===== src/rtl/cmd_sched.sv =====
// Command scheduler: buffers UART command words in a FIFO and hands them one at a time
// to a command processor. Optional completion timeout is enabled by CMD_SCHED_TIMEOUT_EN.
module cmd_sched #(
  parameter int unsigned DEPTH      = 4,
  parameter logic [25:0] TMO_CYCLES = 26'd50_000_000
) (
  input  logic        clk,
  input  logic        rst,
  input  logic [15:0] uart_cmd,
  input  logic        uart_cmd_rdy,
  output logic        uart_clr_cmd_rdy,
  output logic [15:0] cmd,
  output logic        cmd_rdy,
  input  logic        clr_cmd_rdy,
  input  logic        send_resp,
  input  logic        abort,
  output logic        resp_vld,
  output logic [7:0]  resp,
  output logic [4:0]  q_cnt,
  output logic        ovfl,
  output logic        busy
);

  localparam int unsigned AW      = $clog2(DEPTH);
  localparam logic [4:0]  DEPTH_C = 5'(DEPTH);
  localparam logic [7:0]  RESP_OK  = 8'hA5;
  localparam logic [7:0]  RESP_TMO = 8'hE0;

  if (DEPTH < 2 || DEPTH > 16 || (DEPTH & (DEPTH - 1)) != 0 || TMO_CYCLES == '0) begin : g_bad_param
    $error("cmd_sched: DEPTH must be a power of 2 in 2..16 and TMO_CYCLES nonzero");
  end

  typedef enum logic [1:0] {IDLE, ISSUE, BUSY, RESP} state_t;

  state_t        r_state;
  logic [15:0]   r_mem [DEPTH];
  logic [AW-1:0] r_wptr;
  logic [AW-1:0] r_rptr;
  logic [4:0]    r_cnt;
  logic          r_ovfl;
  logic          r_cmd_rdy;
  logic          r_resp_vld;
  logic [7:0]    r_resp;
  logic          r_busy;

  logic w_full;
  logic w_push;
  logic w_pop;
  logic w_tmo_hit;

  assign w_full = (r_cnt == DEPTH_C);
  // abort outranks every other source of state change, including the same-cycle push
  assign w_push = uart_cmd_rdy && !w_full && !abort;
  assign w_pop  = (r_state == ISSUE) && clr_cmd_rdy && !abort;

  assign uart_clr_cmd_rdy = uart_cmd_rdy;
  assign cmd              = r_mem[r_rptr];
  assign cmd_rdy          = r_cmd_rdy;
  assign resp_vld         = r_resp_vld;
  assign resp             = r_resp;
  assign q_cnt            = r_cnt;
  assign ovfl             = r_ovfl;
  assign busy             = r_busy;

`ifdef CMD_SCHED_TIMEOUT_EN
  logic [25:0] r_tmo;
  assign w_tmo_hit = (r_tmo == TMO_CYCLES - 26'd1);
`else
  assign w_tmo_hit = 1'b0;
`endif

  always_ff @(posedge clk) begin
    if (w_push) r_mem[r_wptr] <= uart_cmd;
  end

  always_ff @(posedge clk or posedge rst) begin
    if (rst) begin
      r_wptr <= '0;
      r_rptr <= '0;
      r_cnt  <= '0;
      r_ovfl <= 1'b0;
    end else if (abort) begin
      r_wptr <= '0;
      r_rptr <= '0;
      r_cnt  <= '0;
      r_ovfl <= 1'b0;
    end else begin
      if (w_push) r_wptr <= r_wptr + AW'(1);
      if (w_pop)  r_rptr <= r_rptr + AW'(1);
      if (w_push && !w_pop)      r_cnt <= r_cnt + 5'd1;
      else if (!w_push && w_pop) r_cnt <= r_cnt - 5'd1;
      if (uart_cmd_rdy && w_full) r_ovfl <= 1'b1;
    end
  end

  always_ff @(posedge clk or posedge rst) begin
    if (rst) begin
      r_state    <= IDLE;
      r_cmd_rdy  <= 1'b0;
      r_resp_vld <= 1'b0;
      r_resp     <= '0;
      r_busy     <= 1'b0;
`ifdef CMD_SCHED_TIMEOUT_EN
      r_tmo      <= '0;
`endif
    end else if (abort) begin
      r_state    <= IDLE;
      r_cmd_rdy  <= 1'b0;
      r_resp_vld <= 1'b0;
      r_busy     <= 1'b0;
    end else begin
      r_resp_vld <= 1'b0;
      unique case (r_state)
        IDLE: begin
          if (r_cnt != '0) begin
            r_state   <= ISSUE;
            r_cmd_rdy <= 1'b1;
            r_busy    <= 1'b1;
          end
        end
        ISSUE: begin
          if (clr_cmd_rdy) begin
            r_state   <= BUSY;
            r_cmd_rdy <= 1'b0;
`ifdef CMD_SCHED_TIMEOUT_EN
            r_tmo     <= '0;
`endif
          end
        end
        BUSY: begin
          // a completion arriving on the terminal count still reports success
          if (send_resp) begin
            r_state    <= RESP;
            r_resp     <= RESP_OK;
            r_resp_vld <= 1'b1;
          end else if (w_tmo_hit) begin
            r_state    <= RESP;
            r_resp     <= RESP_TMO;
            r_resp_vld <= 1'b1;
          end
`ifdef CMD_SCHED_TIMEOUT_EN
          else begin
            r_tmo <= r_tmo + 26'd1;
          end
`endif
        end
        RESP: begin
          r_state <= IDLE;
          r_busy  <= 1'b0;
        end
        default: begin
          r_state <= IDLE;
          r_busy  <= 1'b0;
        end
      endcase
    end
  end

endmodule


===== config.mk =====
export PLATFORM = sky130hd
export DESIGN_NAME = cmd_sched
export DESIGN_NICKNAME = d
export VERILOG_FILES = /design/src/rtl/cmd_sched.sv
export SDC_FILE = /design/constraint.sdc
export NUM_CORES = 1
export LEC_CHECK = 0
export ABC_AREA = 1
export CELL_PAD_IN_SITES_DETAIL_PLACEMENT = 1
export CELL_PAD_IN_SITES_GLOBAL_PLACEMENT = 1
export CORE_MARGIN = 2
export CORE_UTILIZATION = 29
export CTS_BUF_LIST = sky130_fd_sc_hd__clkbuf_8
export DETAILED_ROUTE_END_ITERATION = 8
export HOLD_SLACK_MARGIN = 0.05
export PLACE_DENSITY_LB_ADDON = 0.1
export SYNTH_ARGS = -nofsm -noshare
export SYNTH_HDL_FRONTEND = slang
export SYNTH_SLANG_ARGS = --single-unit

===== constraint.sdc =====
create_clock -name clk -period 3.35 [get_ports clk]
set_input_delay 0.5025 -clock clk [delete_from_list [all_inputs] [get_ports clk]]
set_output_delay 0.5025 -clock clk [all_outputs]
set_load 0.05 [all_outputs]

==> results of run 1 <==
[routing by layer]
| metal | global-route usage, % | routed length [µm] | part of all wire [%] |
|---|---|---|---|
| met1 | 15.8 | 3620 | 46 |
| met2 | 22.2 | 3890 | 49 |
| met3 | 3.69 | 290 | 3.7 |
| met4 | 5.78 | 123 | 1.6 |
| met5 | 0 | 0 | 0 |
[worst min-delay path: stages, from the launching register on]
cell	delay [ps]
dfrtp_1	380
inv_1	60
a21oi_1	60
[path summary, 6_finish.rpt]
| check | from | endpoint | slack (ps) | cells after the start |
|---|---|---|---|---|
| max reg2reg | r_state[1] | q_cnt[4] | 1020 | 14 |
| max | r_rptr[1] | cmd[15] | 630 | 4 |
| min in group asynchronous | rst | r_wptr[1] | 570 | 2 |
| min | ovfl | ovfl | 540 | 2 |
| max in group asynchronous | rst | r_state[1] | 2320 | 2 |
| min reg2reg | ovfl | ovfl | 540 | 2 |
[power by group through the flow]
stage / Sequential, mW / Combinational (mW) / Clock [mW]
after detailed placement: 1.29 / 1.36 / 0
after global routing: 1.28 / 1.48 / 0.659
final: 1.26 / 1.35 / 0.597
after global placement: 1.29 / 1.36 / 0
after floorplan: 1.43 / 0.834 / 0
after CTS: 1.27 / 1.37 / 0.624
[stage by stage]
step | hold slack (ps) | total power [mW] | area [µm²]
2_1_floorplan | 416 | 2.26 | 3590
3_3_place_gp | 524 | 2.65 | 4190
3_5_place_dp | 535 | 2.65 | 4190
4_1_cts | 546 | 3.26 | 4340
5_1_grt | 570 | 3.42 | 4340
6_report | 536 | 3.21 | 4340
[final cells by class]
| cell class | count | area, µm² |
|---|---|---|
| Sequential cell | 80 | 2320 |
| Tap cell | 147 | 184 |
| Fill cell | 1326 | 7670 |
| Multi-Input combinational cell | 182 | 1040 |
| Clock buffer | 9 | 124 |
| Clock inverter | 5 | 27.5 |
| Inverter | 29 | 111 |
| Timing Repair Buffer | 59 | 531 |
[cells by family (layout without fill, tap and decap cells)]
logic type	Yosys count	in the layout
XOR/XNOR	2	2
other	1	4
flip-flops	80	80
AO/OA/AOI/OAI	62	62
adder cells (fa/ha/maj)	14	14
AND/OR/NAND/NOR	100	100
buffers and inverters	47	102
[synthesized netlist by cell type (3+ instances only)]
library cell	instances
nand2_4	3
o21ai_0	36
nand3_1	12
clkbuf_1	5
nor2_1	45
nor2_2	3
a21oi_1	5
edfxtp_1	64
o22ai_1	16
o21ai_1	4
ha_1	13
nand2_1	29
buf_4	8
inv_1	26
dfrtp_1	16
[flip-flops by register name (all words and copies together), names as in the netlist, 2 cells and up]
register / count
r_rptr: 2
r_wptr: 2
r_mem: 64
q_cnt: 5
r_state: 2
==> results.yml, run 1 <==
global_routing:
  grtUsageTotal_pct: 13.2
  grt_antenna_before_repair: 0
  grt_max_degree: 33
  grt_first_pass_wirelength_um: 12900
  grt_pass1_vias: 2516
  overflow: 0
power:
  pwr-share-comb_pct: 42.0
  vdd_drop_max_mv: 0.297
  p_int_mw: 1.86
  p_leak_nw: 1.68
  swShare_pct: 41.9
  p_clk_share_pct: 18.6
  pwr-share-seq_pct: 39.4
  power_density_mw_per_mm2: 739
  power.switching_mw: 1.34
synthesis:
  synth_top_area_share_pct: 53.7
  ys_ff_latch: 80
  synthMuxAreaShare_pct: 0
  synth_area_leaders: "edfxtp_1 54%, dfrtp_1 11%, o21ai_0 5.0%"
  ys_types: 32
  synthesis.area_mm2: 0.00358
  yosysSeqAreaShare_pct: 64.9
  synth_cells: 306
  synthAdderAreaFrac_pct: 5.11
  synth_top_family_by_area: "simple AND/OR/NAND/NOR gates"
  synth_edf_count: 64
  synth_compound_area_share_pct: 9.41
  ys.flop_type: "edfxtp_1"
  synth_xor_xnor_area_share_pct: 0.490
  async_flop_share_pct: 20.0
  synthSimpleGateAreaFrac_pct: 13.7
  synth_top_area_cell: "edfxtp_1"
  yosysWarnings: 0
  avgSynthCellArea_um2: 11.7
critical_path:
  worst_path_largest_cell_delay_ps: 640
  path_cells: "inv_1 -> o21ai_0 -> o22ai_1 -> buf_4"
  critical-path-slowest-cell: "dfrtp_1"
  cp_max_fo: 19
  worstSetupEndpointType: "output pin"
  path_class: "flop to output pin"
  worstPathRequired_ps: 2850
  crit_buf_inv: 2
  path_delay_family: "buffers and inverters"
  worstPathArrival_ps: 2220
  cp-start-kind: "flop"
clock_tree:
  cts.sinks: 80
  tritoncts: "done"
  cts_setup_buffers: 0
  cts-root-buf: "clkbuf_8"
  cts_max_level: 3
  hold_buffers: 0
  clock_latency_ps: 360
  ctsResizeCount: 0
  clk_pin_slew_ps: 80
  clock_path_buffers: 2
  cts_buffers: 9
finish:
  mostFrequentLayoutCells: "64 x edfxtp_1, 45 x nor2_1, 36 x o21ai_0"
  drive_above_1_share_pct: 14.6
  fin_util_pct: 36.1
  antenna_cells: 0
  nNetsFinal: 397
  syn_to_final_growth_pct: 21.4
  layout_commonest_cell: "edfxtp_1"
  finalNonFillerCells: 511
placement:
  io_buffers: 51
  globalplace.congestion: 0.777
  placed_cells: 497
  dpl.hpwl_um: 5210
  dp_slack_ps: 568
detailed_routing:
  drtIter0Drc: 69
  vias_per_cell: 4.62
  wl_per_cell_um: 15.5
  drc: 0
  firstDrtPassIters: 3
  drtAntennaViolNets: 0
  wl_um: 7920
  via_count: 2363
sta:
  fin_ws_ps: 628
  setup_viol: 0
  worstMarginPinSlew_ps: 729
  post-route-period-util_pct: 81.3
  hold_violations: 0
  min_period_ps: 2720
  finalSetupTns_ps: 0
  max_freq_ghz: 0.367
  drv_slew: 0
  rsz0062_at_grt: "false"
  maxSlewHeadroom_pct: 51.3
  fin_worst_skew_ps: 7.04
floorplan:
  fp.dieH_um: 115
  row_count: 40
  io_pins: 56
  initial_core_util_pct: 29.8
  die_w_um: 115
  die_area_mm2: 0.0132
  placeableCoreArea_mm2: 0.0120
job:
  cap_violations: 0
worst_hold_path:
  hold_path.class: "flop to flop"
outcome:
  status: "finished, final reports clean"
Power figures use the tool's default switching activity.
==> run 2, diff against run 1 <==
Clock period 3.35 ns to 2.7 ns, I/O delays scaled along.
==> results.yml, run 2 (synthesis results as in run 1) <==
placement:
  io_buffers: 51
  placed_cells: 503
  dpl.hpwl_um: 5340
  globalplace.congestion: 0.710
critical_path:
  cp-start-kind: "input port"
  crit_buf_inv: 2
  cp_num_cells: 2
  critical-path-slowest-cell: "clkdlybuf4s50_1"
  reg2regPathDepth: 14
  path_delay_family: "buffers and inverters"
  worstPathRequired_ps: 2300
  crit_top_cell: "clkdlybuf4s50_1"
  worstPathArrival_ps: 1930
  worstSetupEndpointType: "output pin"
  cp_max_fo: 5
  worst_path_largest_cell_delay_ps: 870
  path_class: "input port to output pin"
  path_cells: "clkdlybuf4s50_1 -> clkdlybuf4s50_1"
worst_hold_path:
  hold_path.class: "input port to async pin"
clock_tree:
  ctsResizeCount: 0
  cts_max_level: 3
  tritoncts: "done"
  clk_pin_slew_ps: 90
  cts_buffers: 9
  clock_path_buffers: 2
  clock_latency_ps: 350
  cts-root-buf: "clkbuf_8"
  cts_setup_buffers: 0
  cts.sinks: 80
  hold_buffers: 0
global_routing:
  grt_pass1_vias: 2374
  grt_first_pass_wirelength_um: 12600
  grtUsageTotal_pct: 12.8
  grt_max_degree: 33
  grt_antenna_before_repair: 0
  overflow: 0
job:
  cap_violations: 0
detailed_routing:
  via_count: 2341
  drtAntennaViolNets: 0
  vias_per_cell: 4.51
  wl_per_cell_um: 15.2
  wl_um: 7870
  drc: 0
  drtIter0Drc: 97
  firstDrtPassIters: 4
finish:
  finalNonFillerCells: 519
  syn_to_final_growth_pct: 24.3
  nFillCells: 1320
  largest_reg_flops: 64
  drive_above_1_share_pct: 16.1
  nNetsFinal: 403
  antenna_cells: 0
  mostFrequentLayoutCells: "64 x edfxtp_1, 45 x nor2_1, 36 x o21ai_0"
  layout_commonest_cell: "edfxtp_1"
  regMostFlops: "r_mem"
power:
  power_density_mw_per_mm2: 943
  p_leak_nw: 1.74
  vdd_drop_max_mv: 0.336
floorplan:
  io_pins: 56
  placeableCoreArea_mm2: 0.0120
  row_count: 40
  fp.dieH_um: 115
  initial_core_util_pct: 29.8
  die_area_mm2: 0.0132
  die_w_um: 115
sta:
  post-route-period-util_pct: 86.5
  fin_worst_skew_ps: 12.5
  setup_viol: 0
  drv_slew: 0
  hold_violations: 0
  worstMarginPinSlew_ps: 681
  finalSetupTns_ps: 0
  rsz0062_at_grt: "false"
  maxSlewHeadroom_pct: 54.5
  min_period_ps: 2340
  max_freq_ghz: 0.428
  hold_slack_ps: 451
outcome:
  status: "finished, final reports clean"
==> run 2: per-stage QoR <==
stage / area, µm² / setup slack [ps] / utilization [%] / total power, mW
global placement: 4230 / 232 / 35.3 / 3.29
global route: 4450 / 134 / 37.0 / 4.47
floorplan: 3590 / 466 / - / 2.80
finish: 4450 / 364 / 37.0 / 4.19
detailed placement: 4230 / 152 / 35.3 / 3.30
CTS: 4450 / 360 / 37.0 / 4.27
==> run 2: final cells by class <==
cell class | count | area (µm²) | share of cell area [%]
flip-flops and latches | 80 | 2320 | 52.2
multi-input cells | 182 | 1040 | 23.4
repair buffers | 65 | 576 | 12.9
well taps | 147 | 184 | 4.14
clock buffers | 9 | 124 | 2.79
inverters | 29 | 111 | 2.50
clock inverters | 7 | 87.6 | 1.97
==> run 2: where the power goes <==
| part | switching, mW | internal, mW | total, mW |
|---|---|---|---|
| clock | 0.434 | 0.513 | 0.947 |
| sequential | 0.0972 | 1.46 | 1.56 |
| combinational | 1.14 | 0.540 | 1.68 |
==> run 2: path summary, 6_finish.rpt <==
check	start	end	slack [ps]
worst max-delay path	uart_cmd_rdy	uart_clr_cmd_rdy	360
worst min-delay path	rst	q_cnt[4]	450
worst max register to register	r_state[1]	q_cnt[4]	420
worst min register to register	ovfl	ovfl	530
max in group asynchronous	rst	q_cnt[2]	1810
min in group clk	ovfl	ovfl	530
==> run 2: routing by layer <==
layer | GRT usage, % | share of wire (%)
met3 | 2.64 | 2.9
met2 | 20.9 | 49
met1 | 16.4 | 47
met5 | 0 | 0
met4 | 6.02 | 1.9
